$ cat src/rtl/decode_stage.sv
`default_nettype none
// ============================================================================
// Module   : decode_stage
// Brief    : Registered RISC-V (RV32/RV64, optional M) decode stage with a
//            2-entry skid buffer and illegal-instruction detection.
// Revision : 1.0  initial release
// ============================================================================
module decode_stage #(
    parameter int XLEN = 32,
    parameter int EN_M = 1,
    parameter int PC_W = 32
) (
    input  logic            clk,
    input  logic            rst,
    input  logic            flush,
    input  logic            in_valid,
    output logic            in_ready,
    input  logic [31:0]     in_instr,
    input  logic [PC_W-1:0] in_pc,
    output logic            out_valid,
    input  logic            out_ready,
    output logic [PC_W-1:0] out_pc,
    output logic [31:0]     out_instr,
    output logic [XLEN-1:0] out_imm,
    output logic [4:0]      out_rd,
    output logic [4:0]      out_rs1,
    output logic [4:0]      out_rs2,
    output logic            out_rd_wen,
    output logic            out_rs1_ren,
    output logic            out_rs2_ren,
    output logic [3:0]      out_class,
    output logic [3:0]      out_funct,
    output logic            out_word,
    output logic            out_ebreak,
    output logic            out_ecall
);

    localparam logic [6:0] c_opc_lui    = 7'b0110111;
    localparam logic [6:0] c_opc_auipc  = 7'b0010111;
    localparam logic [6:0] c_opc_jal    = 7'b1101111;
    localparam logic [6:0] c_opc_jalr   = 7'b1100111;
    localparam logic [6:0] c_opc_branch = 7'b1100011;
    localparam logic [6:0] c_opc_load   = 7'b0000011;
    localparam logic [6:0] c_opc_store  = 7'b0100011;
    localparam logic [6:0] c_opc_opimm  = 7'b0010011;
    localparam logic [6:0] c_opc_op     = 7'b0110011;
    localparam logic [6:0] c_opc_opimmw = 7'b0011011;
    localparam logic [6:0] c_opc_opw    = 7'b0111011;
    localparam logic [6:0] c_opc_system = 7'b1110011;

    localparam logic [3:0] c_cls_lui    = 4'd0;
    localparam logic [3:0] c_cls_auipc  = 4'd1;
    localparam logic [3:0] c_cls_jal    = 4'd2;
    localparam logic [3:0] c_cls_jalr   = 4'd3;
    localparam logic [3:0] c_cls_branch = 4'd4;
    localparam logic [3:0] c_cls_load   = 4'd5;
    localparam logic [3:0] c_cls_store  = 4'd6;
    localparam logic [3:0] c_cls_opimm  = 4'd7;
    localparam logic [3:0] c_cls_op     = 4'd8;
    localparam logic [3:0] c_cls_muldiv = 4'd9;
    localparam logic [3:0] c_cls_system = 4'd10;
    localparam logic [3:0] c_cls_ill    = 4'd15;

    localparam logic [6:0] c_f7_base = 7'b0000000;
    localparam logic [6:0] c_f7_alt  = 7'b0100000;
    localparam logic [6:0] c_f7_mul  = 7'b0000001;

    typedef enum logic [1:0] {
        c_st_empty = 2'd0,
        c_st_one   = 2'd1,
        c_st_full  = 2'd2
    } state_t;

    typedef struct packed {
        logic [PC_W-1:0] pc;
        logic [31:0]     instr;
        logic [XLEN-1:0] imm;
        logic [4:0]      rd;
        logic [4:0]      rs1;
        logic [4:0]      rs2;
        logic            rd_wen;
        logic            rs1_ren;
        logic            rs2_ren;
        logic [3:0]      cls;
        logic [3:0]      funct;
        logic            word;
        logic            ebreak;
        logic            ecall;
    } entry_t;

    logic [6:0]  w_opc;
    logic [2:0]  w_f3;
    logic [6:0]  w_f7;
    logic [5:0]  w_f6;
    logic [3:0]  w_cls_raw;
    logic [3:0]  w_cls;
    logic        w_ill;
    logic        w_alt;
    logic        w_is_word;
    logic [31:0] w_imm32;
    logic [XLEN-1:0] w_imm;
    entry_t      w_dec;

    state_t      r_state;
    state_t      w_state_nxt;
    logic        w_ld_main_in;
    logic        w_ld_main_skid;
    logic        w_ld_skid;
    entry_t      r_main;
    entry_t      r_skid;

    assign w_opc = in_instr[6:0];
    assign w_f3  = in_instr[14:12];
    assign w_f7  = in_instr[31:25];
    assign w_f6  = in_instr[31:26];

    // Class and legality; w_alt marks the sub/sra family whose instr[30] is kept.
    always_comb begin
        w_cls_raw = c_cls_ill;
        w_ill     = 1'b0;
        w_alt     = 1'b0;
        w_is_word = 1'b0;
        case (w_opc)
            c_opc_lui:    w_cls_raw = c_cls_lui;
            c_opc_auipc:  w_cls_raw = c_cls_auipc;
            c_opc_jal:    w_cls_raw = c_cls_jal;
            c_opc_jalr: begin
                w_cls_raw = c_cls_jalr;
                w_ill     = (w_f3 != 3'b000);
            end
            c_opc_branch: begin
                w_cls_raw = c_cls_branch;
                w_ill     = (w_f3 == 3'b010) || (w_f3 == 3'b011);
            end
            c_opc_load: begin
                w_cls_raw = c_cls_load;
                w_ill     = (w_f3 == 3'b111) ||
                            ((XLEN == 32) && ((w_f3 == 3'b011) || (w_f3 == 3'b110)));
            end
            c_opc_store: begin
                w_cls_raw = c_cls_store;
                w_ill     = w_f3[2] || ((XLEN == 32) && (w_f3 == 3'b011));
            end
            c_opc_opimm: begin
                w_cls_raw = c_cls_opimm;
                if (w_f3 == 3'b001) begin
                    w_ill = (XLEN == 32) ? (w_f7 != c_f7_base) : (w_f6 != 6'b000000);
                end else if (w_f3 == 3'b101) begin
                    w_alt = in_instr[30];
                    if (XLEN == 32) begin
                        w_ill = (w_f7 != c_f7_base) && (w_f7 != c_f7_alt);
                    end else begin
                        w_ill = (w_f6 != 6'b000000) && (w_f6 != 6'b010000);
                    end
                end
            end
            c_opc_op: begin
                if (w_f7 == c_f7_mul) begin
                    w_cls_raw = c_cls_muldiv;
                    w_ill     = (EN_M == 0);
                end else begin
                    w_cls_raw = c_cls_op;
                    if (w_f7 == c_f7_alt) begin
                        w_alt = 1'b1;
                        w_ill = (w_f3 != 3'b000) && (w_f3 != 3'b101);
                    end else begin
                        w_ill = (w_f7 != c_f7_base);
                    end
                end
            end
            c_opc_opimmw: begin
                w_cls_raw = c_cls_opimm;
                w_is_word = 1'b1;
                case (w_f3)
                    3'b000:  w_ill = 1'b0;
                    3'b001:  w_ill = (w_f7 != c_f7_base);
                    3'b101: begin
                        w_alt = in_instr[30];
                        w_ill = (w_f7 != c_f7_base) && (w_f7 != c_f7_alt);
                    end
                    default: w_ill = 1'b1;
                endcase
                if (XLEN == 32) begin
                    w_ill = 1'b1;
                end
            end
            c_opc_opw: begin
                w_is_word = 1'b1;
                if (w_f7 == c_f7_mul) begin
                    w_cls_raw = c_cls_muldiv;
                    w_ill     = (EN_M == 0) || (w_f3 == 3'b001) ||
                                (w_f3 == 3'b010) || (w_f3 == 3'b011);
                end else begin
                    w_cls_raw = c_cls_op;
                    if (w_f7 == c_f7_base) begin
                        w_ill = (w_f3 != 3'b000) && (w_f3 != 3'b001) && (w_f3 != 3'b101);
                    end else if (w_f7 == c_f7_alt) begin
                        w_alt = 1'b1;
                        w_ill = (w_f3 != 3'b000) && (w_f3 != 3'b101);
                    end else begin
                        w_ill = 1'b1;
                    end
                end
                if (XLEN == 32) begin
                    w_ill = 1'b1;
                end
            end
            c_opc_system: begin
                w_cls_raw = c_cls_system;
                w_ill     = (in_instr != 32'h0000_0073) && (in_instr != 32'h0010_0073);
            end
            default: w_ill = 1'b1;
        endcase
    end

    assign w_cls = w_ill ? c_cls_ill : w_cls_raw;

    always_comb begin
        w_imm32 = '0;
        case (w_cls)
            c_cls_lui, c_cls_auipc:
                w_imm32 = {in_instr[31:12], 12'b0};
            c_cls_jal:
                w_imm32 = {{12{in_instr[31]}}, in_instr[19:12], in_instr[20], in_instr[30:21], 1'b0};
            c_cls_jalr, c_cls_load, c_cls_opimm:
                w_imm32 = {{20{in_instr[31]}}, in_instr[31:20]};
            c_cls_store:
                w_imm32 = {{20{in_instr[31]}}, in_instr[31:25], in_instr[11:7]};
            c_cls_branch:
                w_imm32 = {{20{in_instr[31]}}, in_instr[7], in_instr[30:25], in_instr[11:8], 1'b0};
            default:
                w_imm32 = '0;
        endcase
    end

    if (XLEN == 64) begin : g_imm_x64
        assign w_imm = {{32{w_imm32[31]}}, w_imm32};
    end else begin : g_imm_x32
        assign w_imm = w_imm32;
    end

    always_comb begin
        w_dec         = '0;
        w_dec.pc      = in_pc;
        w_dec.instr   = in_instr;
        w_dec.imm     = w_imm;
        w_dec.rd      = in_instr[11:7];
        w_dec.rs1     = in_instr[19:15];
        w_dec.rs2     = in_instr[24:20];
        w_dec.cls     = w_cls;
        w_dec.funct   = {w_alt & ~w_ill, w_f3};
        w_dec.word    = w_is_word & ~w_ill;
        w_dec.rd_wen  = (in_instr[11:7] != 5'd0) &&
                        ((w_cls <= c_cls_load) || (w_cls == c_cls_opimm) ||
                         (w_cls == c_cls_op) || (w_cls == c_cls_muldiv)) &&
                        (w_cls != c_cls_branch);
        w_dec.rs1_ren = (w_cls >= c_cls_jalr) && (w_cls <= c_cls_muldiv);
        w_dec.rs2_ren = (w_cls == c_cls_branch) || (w_cls == c_cls_store) ||
                        (w_cls == c_cls_op) || (w_cls == c_cls_muldiv);
        w_dec.ebreak  = (w_cls == c_cls_system) && in_instr[20];
        w_dec.ecall   = (w_cls == c_cls_system) && !in_instr[20];
    end

    // Skid control: main always holds the older entry, skid only fills from ONE.
    always_comb begin
        w_state_nxt    = r_state;
        w_ld_main_in   = 1'b0;
        w_ld_main_skid = 1'b0;
        w_ld_skid      = 1'b0;
        if (flush) begin
            w_state_nxt = c_st_empty;
        end else begin
            case (r_state)
                c_st_empty: begin
                    if (in_valid) begin
                        w_state_nxt  = c_st_one;
                        w_ld_main_in = 1'b1;
                    end
                end
                c_st_one: begin
                    if (in_valid && out_ready) begin
                        w_ld_main_in = 1'b1;
                    end else if (in_valid) begin
                        w_state_nxt = c_st_full;
                        w_ld_skid   = 1'b1;
                    end else if (out_ready) begin
                        w_state_nxt = c_st_empty;
                    end
                end
                c_st_full: begin
                    if (out_ready) begin
                        w_state_nxt    = c_st_one;
                        w_ld_main_skid = 1'b1;
                    end
                end
                default: w_state_nxt = c_st_empty;
            endcase
        end
    end

    always_ff @(posedge clk or posedge rst) begin
        if (rst) begin
            r_state <= c_st_empty;
        end else begin
            r_state <= w_state_nxt;
        end
    end

    always_ff @(posedge clk or posedge rst) begin
        if (rst) begin
            r_main <= '0;
            r_skid <= '0;
        end else begin
            if (w_ld_main_in) begin
                r_main <= w_dec;
            end else if (w_ld_main_skid) begin
                r_main <= r_skid;
            end
            if (w_ld_skid) begin
                r_skid <= w_dec;
            end
        end
    end

    assign in_ready    = (r_state != c_st_full);
    assign out_valid   = (r_state != c_st_empty);
    assign out_pc      = r_main.pc;
    assign out_instr   = r_main.instr;
    assign out_imm     = r_main.imm;
    assign out_rd      = r_main.rd;
    assign out_rs1     = r_main.rs1;
    assign out_rs2     = r_main.rs2;
    assign out_rd_wen  = r_main.rd_wen;
    assign out_rs1_ren = r_main.rs1_ren;
    assign out_rs2_ren = r_main.rs2_ren;
    assign out_class   = r_main.cls;
    assign out_funct   = r_main.funct;
    assign out_word    = r_main.word;
    assign out_ebreak  = r_main.ebreak;
    assign out_ecall   = r_main.ecall;

endmodule
`default_nettype wire
$ cat config.mk
export PLATFORM = sky130hd
export DESIGN_NAME = decode_stage
export DESIGN_NICKNAME = d
export VERILOG_FILES = /design/src/rtl/decode_stage.sv
export SDC_FILE = /design/constraint.sdc
export NUM_CORES = 1
export LEC_CHECK = 0
export BUFFER_PORTS_ARGS = -buffer_cell sky130_fd_sc_hd__buf_2
export CAP_MARGIN = 20
export CELL_PAD_IN_SITES_DETAIL_PLACEMENT = 1
export CELL_PAD_IN_SITES_GLOBAL_PLACEMENT = 1
export CORE_MARGIN = 3
export CORE_UTILIZATION = 40
export CTS_CLUSTER_SIZE = 24
export DETAILED_ROUTE_END_ITERATION = 10
export HOLD_SLACK_MARGIN = 0.1
export PLACE_DENSITY_LB_ADDON = 0.1
export SLEW_MARGIN = 20
export SYNTH_ARGS = -nofsm -noshare
export SYNTH_HDL_FRONTEND = slang
export SYNTH_SLANG_ARGS = --single-unit
$ cat constraint.sdc
create_clock -name clk -period 11.3 [get_ports clk]
set_clock_uncertainty 0.05 [all_clocks]
set_input_delay 2.26 -clock clk [delete_from_list [all_inputs] [get_ports clk]]
set_output_delay 2.26 -clock clk [all_outputs]
set_load 0.01 [all_outputs]
## Yosys cells after proc, flatten, opt, wreduce, memory -nomap -nowiden

Cells that the tools add are included.

| storage, ports and cells | value |
|---|---|
| flip-flop bits (word level) | 252 |
| output and inout port bits | 127 |

| cells by class | value |
|---|---|
| $lt $le $gt $ge | 3 |
| equal/unequal tests | 42 |
| mux-type cells | 36 |
| bitwise operators | 3 |
| reduce and logical (&&, ||, !) cells | 35 |

Operators with widths:

| kind | count |
|---|---|
| 125-bit 2-to-1 mux | 2 |
| 32-bit case mux with 5 select lines | 1 |
| 4-bit case mux with 10 select lines | 1 |
| 7-bit by 6-bit equality test with 1-bit output (second input constant) | 5 |
| 32-bit by 21-bit inequality test with 1-bit output (second input constant) | 1 |
| 32-bit by 7-bit inequality test with 1-bit output (second input constant) | 1 |
| 7-bit equality test (second input constant) | 4 |
| 7-bit by 5-bit equality test with 1-bit output (second input constant) | 3 |
| 1-bit 2-to-1 mux | 21 |
| 4-bit by 3-bit equality test with 1-bit output (second input constant) | 4 |
| 4-bit equality test (second input constant) | 3 |
| 2-bit 2-to-1 mux | 6 |
| 3-bit inequality test (second input constant) | 4 |
| 1-bit logical OR | 10 |
| 3-bit equality test (second input constant) | 3 |
| 1-bit logical AND | 9 |
| 4-bit by 2-bit equality test with 1-bit output (second input constant) | 2 |
| 1-bit case mux with 8 select lines | 1 |
| 2-bit OR reduction | 4 |
| 7-bit by 1-bit equality test with 1-bit output (second input constant) | 1 |
| 7-bit by 2-bit equality test with 1-bit output (second input constant) | 1 |
| 7-bit zero test | 1 |
| 7-bit by 6-bit inequality test with 1-bit output (second input constant) | 1 |
| 7-bit nonzero test | 1 |
| 25 further kinds | 29 |

## Longest topological paths before layout

| logic depth | value |
|---|---|
| depth after elaboration | 13 |
| gate-level depth with buffers | 9 |

## Worst setup path after synthesis

No wires, ideal clock.

| timing | value |
|---|---|
| path kind | input port to flip-flop |
| start | in in_instr[6] |
| end | reg r_skid[33] in the netlist's numbering |
| setup time | 0.126 ns |
| arrival | 4.017 ns |
| data required time | 11.124 ns |
| path slack | 7.107 ns |
| stages | 8 |
| buffers on the path | 1 |
| cell sequence | buf_2 nand2b_1 nor4b_1 a32o_1 nand4bb_1 nor3_2 o21a_1 a221o_1 |

| between the ends | value |
|---|---|
| cells in the longest elaborated chain, start to end | 7 |

Ends and longest elaborated chain:

| item | RTL line | text |
|---|---|---|
| start, declared | 18 | `input logic [31:0] in_instr,` |
| 32-bit by 7-bit inequality test with 1-bit output (tied with other cells) | 210 | `w_ill = (in_instr != 32'h0000_0073) && (in_instr != 32'h0010_0073);` |
| 1-bit logical AND (tied with other cells) | 210 |  |
| 1-bit case mux with 8 select lines / 4-bit case mux with 10 select lines (equally long branches) | 123 | `case (w_opc)` |
| 4-bit 2-to-1 mux * | 216 | `assign w_cls = w_ill ? c_cls_ill : w_cls_raw;` |
| 4-bit by 3-bit equality test with 1-bit output (tied with other cells) | 220 | `case (w_cls)` |
| 3-bit OR reduction / 2-bit OR reduction (equally long branches) | 220 |  |
| 32-bit case mux with 5 select lines * | 220 |  |
| end signal, assigned | 320 | `r_skid <= w_dec;` |
| end, declared | 110 | `entry_t r_skid;` |

Every way passes the cells marked *; elsewhere a longest branch is shown, timed or not.
A chain may end at the register's enable or synchronous reset.

## Worst setup path in the final report

| timing | value |
|---|---|
| start | in in_instr[4] |
| end | reg r_main, in the netlist out_imm[13] |

| between the ends | value |
|---|---|
| cells in the longest elaborated chain, start to end | 8 |

Ends and longest elaborated chain:

| item | RTL line | text |
|---|---|---|
| 32-bit by 7-bit inequality test with 1-bit output (tied with other cells) | 210 |  |
| 1-bit logical AND (tied with other cells) | 210 |  |
| 1-bit case mux with 8 select lines / 4-bit case mux with 10 select lines (equally long branches) | 123 |  |
| 4-bit 2-to-1 mux * | 216 |  |
| 4-bit by 3-bit equality test with 1-bit output (tied with other cells) | 220 |  |
| 3-bit OR reduction / 2-bit OR reduction (equally long branches) | 220 |  |
| 32-bit case mux with 5 select lines * | 220 |  |
| 125-bit 2-to-1 mux * | 314 | `if (w_ld_main_in) begin` |
| end signal, assigned | 315 | `r_main <= w_dec;` |
| end signal, assigned | 317 | `r_main <= r_skid;` |
| end, declared | 109 | `entry_t r_main;` |

Marked as above.

==> results.toml <==
[timing]
setup_violations = 0
maxSlewHeadroom_pct = 30.5
drv_slew = 0
final_period_minus_worst_setup_slack_ns = 4.34
tns_ns = 0
rsz0062_at_grt = "false"
final.setup.worst_slack_ns = 6.96
report.final.hold_viol_count = 0
fmaxAchievable_ghz = 0.230
worst_slew_pin_slew_ns = 1.04
tcrit_tclk_final_pct = 38.4

[grt]
grt_max_degree = 91
grt_ovf = 0
grt.total_usage_pct = 23.4
grt_first_pass_wirelength_um = 49000
number_of_antenna_violations_at_the_first_check_in_global_routing = 1
first_global_vias = 8623

[clock_tree]
clockRootBuffer = "sky130_fd_sc_hd__clkbuf_16"
clkTransAtPathRegs_ns = 0.06
cts_hold_repair.buffers = 0
cts-htree-levels = 1
worst_skew_pair.late_latency_ns = 0.51
numClockSinks = 216
clk_path_buf_depth = 3
postCtsSetupRepairBufs = 0
cts_resized = 0
clock_tree_from_tritoncts = "done"
numCtsBuffers = 24

[floorplan]
floorplan.die.width_um = 160
dieArea_um2 = 25600
floorplan.initialDensity_pct = 41.3
rows = 55
die_h_um = 160
design.core.area_um2 = 23000
io-pin-count = 196

[drt]
ant_nets = 0
drt_pass_1_iters = 8
routed_wire_length_per_instance_um = 20.2
remaining_drc_errors = 0
dr.first_iter.drc_count = 569
route.vias.total = 8123
via_density_per_instance = 5.41
route.final.wire_length_um = 30300

[setup_path]
timing.critical_path.to_type = "flop"
cp_max_fo = 16
worst-endpoint-required_ns = 11.68
critPathArrivalTime_ns = 4.73
timing_worst_setup_path_type = "in2reg"
critPathLaunchType = "input pin"

[logic_synthesis]
synth.yosys.seq_area_share_pct = 56.9
ys.flop_type = "sky130_fd_sc_hd__dfrtp_1"
synth.top_cell.area_share_pct = 56.9
yosys_warning_count = 0
synth_enable_flop_cells = 0
post_synth_instance_area_um2 = 9500
yosys-top-cells-area = "sky130_fd_sc_hd__dfrtp_1 57%, sky130_fd_sc_hd__nand2_1 14%, sky130_fd_sc_hd__a22oi_1 5.4%"
synth_area_leader_cell = "sky130_fd_sc_hd__dfrtp_1"
synthCells = 1030
synth_nets = 1099
synth_cell_type_count = 60
synth-async-reset-ratio_pct = 100
yosys_register_bits = 216
syn_area_cell_um2 = 9.22

[placement]
dpl.hpwl_um = 19300
pre_cts_ws_ns = 6.42
quantity_of_i_o_buffers_inserted_on_ports = 195
placedInstanceArea_um2 = 10600
gpl.final_weighted_congestion = 0.865

[pwr]
seq_power_share_pct = 47.9
power_mw = 1.99
swShare_pct = 28.1
power.share.combinational_pct = 14.5
clock_power_share_pct = 37.6
power.density_nw_per_um2 = 176
switch_pwr_mw = 0.557
cellLeakagePower_nw = 5.75
ir_drop_mv = 0.0927
intPower_mw = 1.43

[hold_path]
worst_hold_path_type = "reg2reg"

[final_layout]
final_cell_mix = "356 x sky130_fd_sc_hd__nand2_1, 216 x sky130_fd_sc_hd__dfrtp_1, 195 x sky130_fd_sc_hd__buf_2"
num_antenna_cells = 0
layout.cells.most_common = "sky130_fd_sc_hd__nand2_1"
stdcell_area_um2 = 11300
area_growth_pct = 19.1
drive_gt1_share_pct = 22.3
layout.nets = 1243

[flow_run]
timing.max_cap.violations = 0

[outcome]
outcome = "finished, final reports clean"
layout make-up:
| class | count | area, µm² |
|---|---|---|
| clock inverter | 7 | 63.8 |
| timing repair buffer | 206 | 1060 |
| multi-input combinational | 721 | 3690 |
| fill | 2746 | 11700 |
| tap | 313 | 392 |
| inverter | 5 | 26.3 |
| sequential | 216 | 5410 |
| clock buffer | 33 | 676 |
worst max-delay path, stage by stage:
cell,delay [ns]
sky130_fd_sc_hd__buf_2,0.22
sky130_fd_sc_hd__nor3b_1,0.40
sky130_fd_sc_hd__and3_1,0.80
sky130_fd_sc_hd__or2_2,0.38
sky130_fd_sc_hd__and2_1,0.37
sky130_fd_sc_hd__a222oi_1,0.15
sky130_fd_sc_hd__nand2_1,0.14
cells by family after synthesis:
family          synth area share [%]
simple gates                    21.2
mux                            0.105
compound gates                  17.0
buf+inv                         4.53
xor+xnor                       0.184
flops                           56.9
cell usage after synthesis (2+ instances only):
library cell and n:
sky130_fd_sc_hd__a211oi_1 2, sky130_fd_sc_hd__a21o_1 10, sky130_fd_sc_hd__a21oi_1 21, sky130_fd_sc_hd__a21oi_2 10, sky130_fd_sc_hd__a221o_1 5, sky130_fd_sc_hd__a222oi_1 9
sky130_fd_sc_hd__a22o_1 7, sky130_fd_sc_hd__a22oi_1 68, sky130_fd_sc_hd__and2_1 4, sky130_fd_sc_hd__and3_1 2, sky130_fd_sc_hd__buf_1 8, sky130_fd_sc_hd__buf_2 5
sky130_fd_sc_hd__buf_4 18, sky130_fd_sc_hd__clkbuf_1 56, sky130_fd_sc_hd__dfrtp_1 216, sky130_fd_sc_hd__inv_1 5, sky130_fd_sc_hd__nand2_1 357, sky130_fd_sc_hd__nand2b_1 7
sky130_fd_sc_hd__nand3_1 5, sky130_fd_sc_hd__nand3b_1 3, sky130_fd_sc_hd__nand4_1 3, sky130_fd_sc_hd__nor2_1 52, sky130_fd_sc_hd__nor2b_1 7, sky130_fd_sc_hd__nor3_1 10
sky130_fd_sc_hd__nor3b_1 2, sky130_fd_sc_hd__nor4_1 3, sky130_fd_sc_hd__nor4b_1 3, sky130_fd_sc_hd__nor4bb_1 2, sky130_fd_sc_hd__o21a_1 2, sky130_fd_sc_hd__o21ai_0 26
sky130_fd_sc_hd__o21ai_1 45, sky130_fd_sc_hd__o22ai_1 19, sky130_fd_sc_hd__o31ai_1 7, sky130_fd_sc_hd__or2_2 2, sky130_fd_sc_hd__or3_1 3, sky130_fd_sc_hd__xor2_1 2
final timing paths:
check,startpoint,cells after the start,slack [ns],endpoint
min in group asynchronous,rst,2,1.79,r_skid[6]$_DFFE_PP0P_
min,out_pc[30]$_DFFE_PP0P_,2,0.42,out_pc[30]$_DFFE_PP0P_
min reg2reg,out_pc[30]$_DFFE_PP0P_,2,0.42,out_pc[30]$_DFFE_PP0P_
max reg2reg,r_state[0]$_DFFE_PP0P_,8,8.58,out_imm[0]$_DFFE_PP0P_
max in group asynchronous,rst,3,8.07,r_skid[50]$_DFFE_PP0P_
max,in_instr[4],7,6.96,out_imm[13]$_DFFE_PP0P_
power by group through the flow:
stage               clock network [mW]  registers [mW]  logic [mW]
floorplan                            0           0.972       0.160
global placement                     0           0.958       0.282
detailed placement                   0           0.963       0.292
CTS                              0.764           0.952       0.294
global route                     0.805           0.967       0.329
finish                           0.747           0.951       0.287
registers in the layout, indices dropped and copies added (netlist names), 2 cells and up:
| name | count |
|---|---|
| out_instr | 32 |
| out_imm | 32 |
| out_class | 4 |
| r_skid | 107 |
| out_pc | 32 |
| r_state | 2 |
routing by layer:
metal	routed length, µm	share of wire, %	track usage [%]
met1	14100	47	33.2
met4	441	1.5	4.18
met3	1800	5.9	4.59
met5	13	0.043	0
met2	13900	46	37.9
per-stage QoR:
stage / instances / utilization (%) / hold slack [ns]
finish: 1501 / 49.2 / 0.416
global route: 1501 / 49.2 / 0.447
CTS: 1501 / 49.2 / 0.422
detailed placement: 1461 / 46.0 / 0.408
global placement: 1461 / 46.0 / 0.402
floorplan: 1030 / - / 0.392
Power figures use the tool's default switching activity.
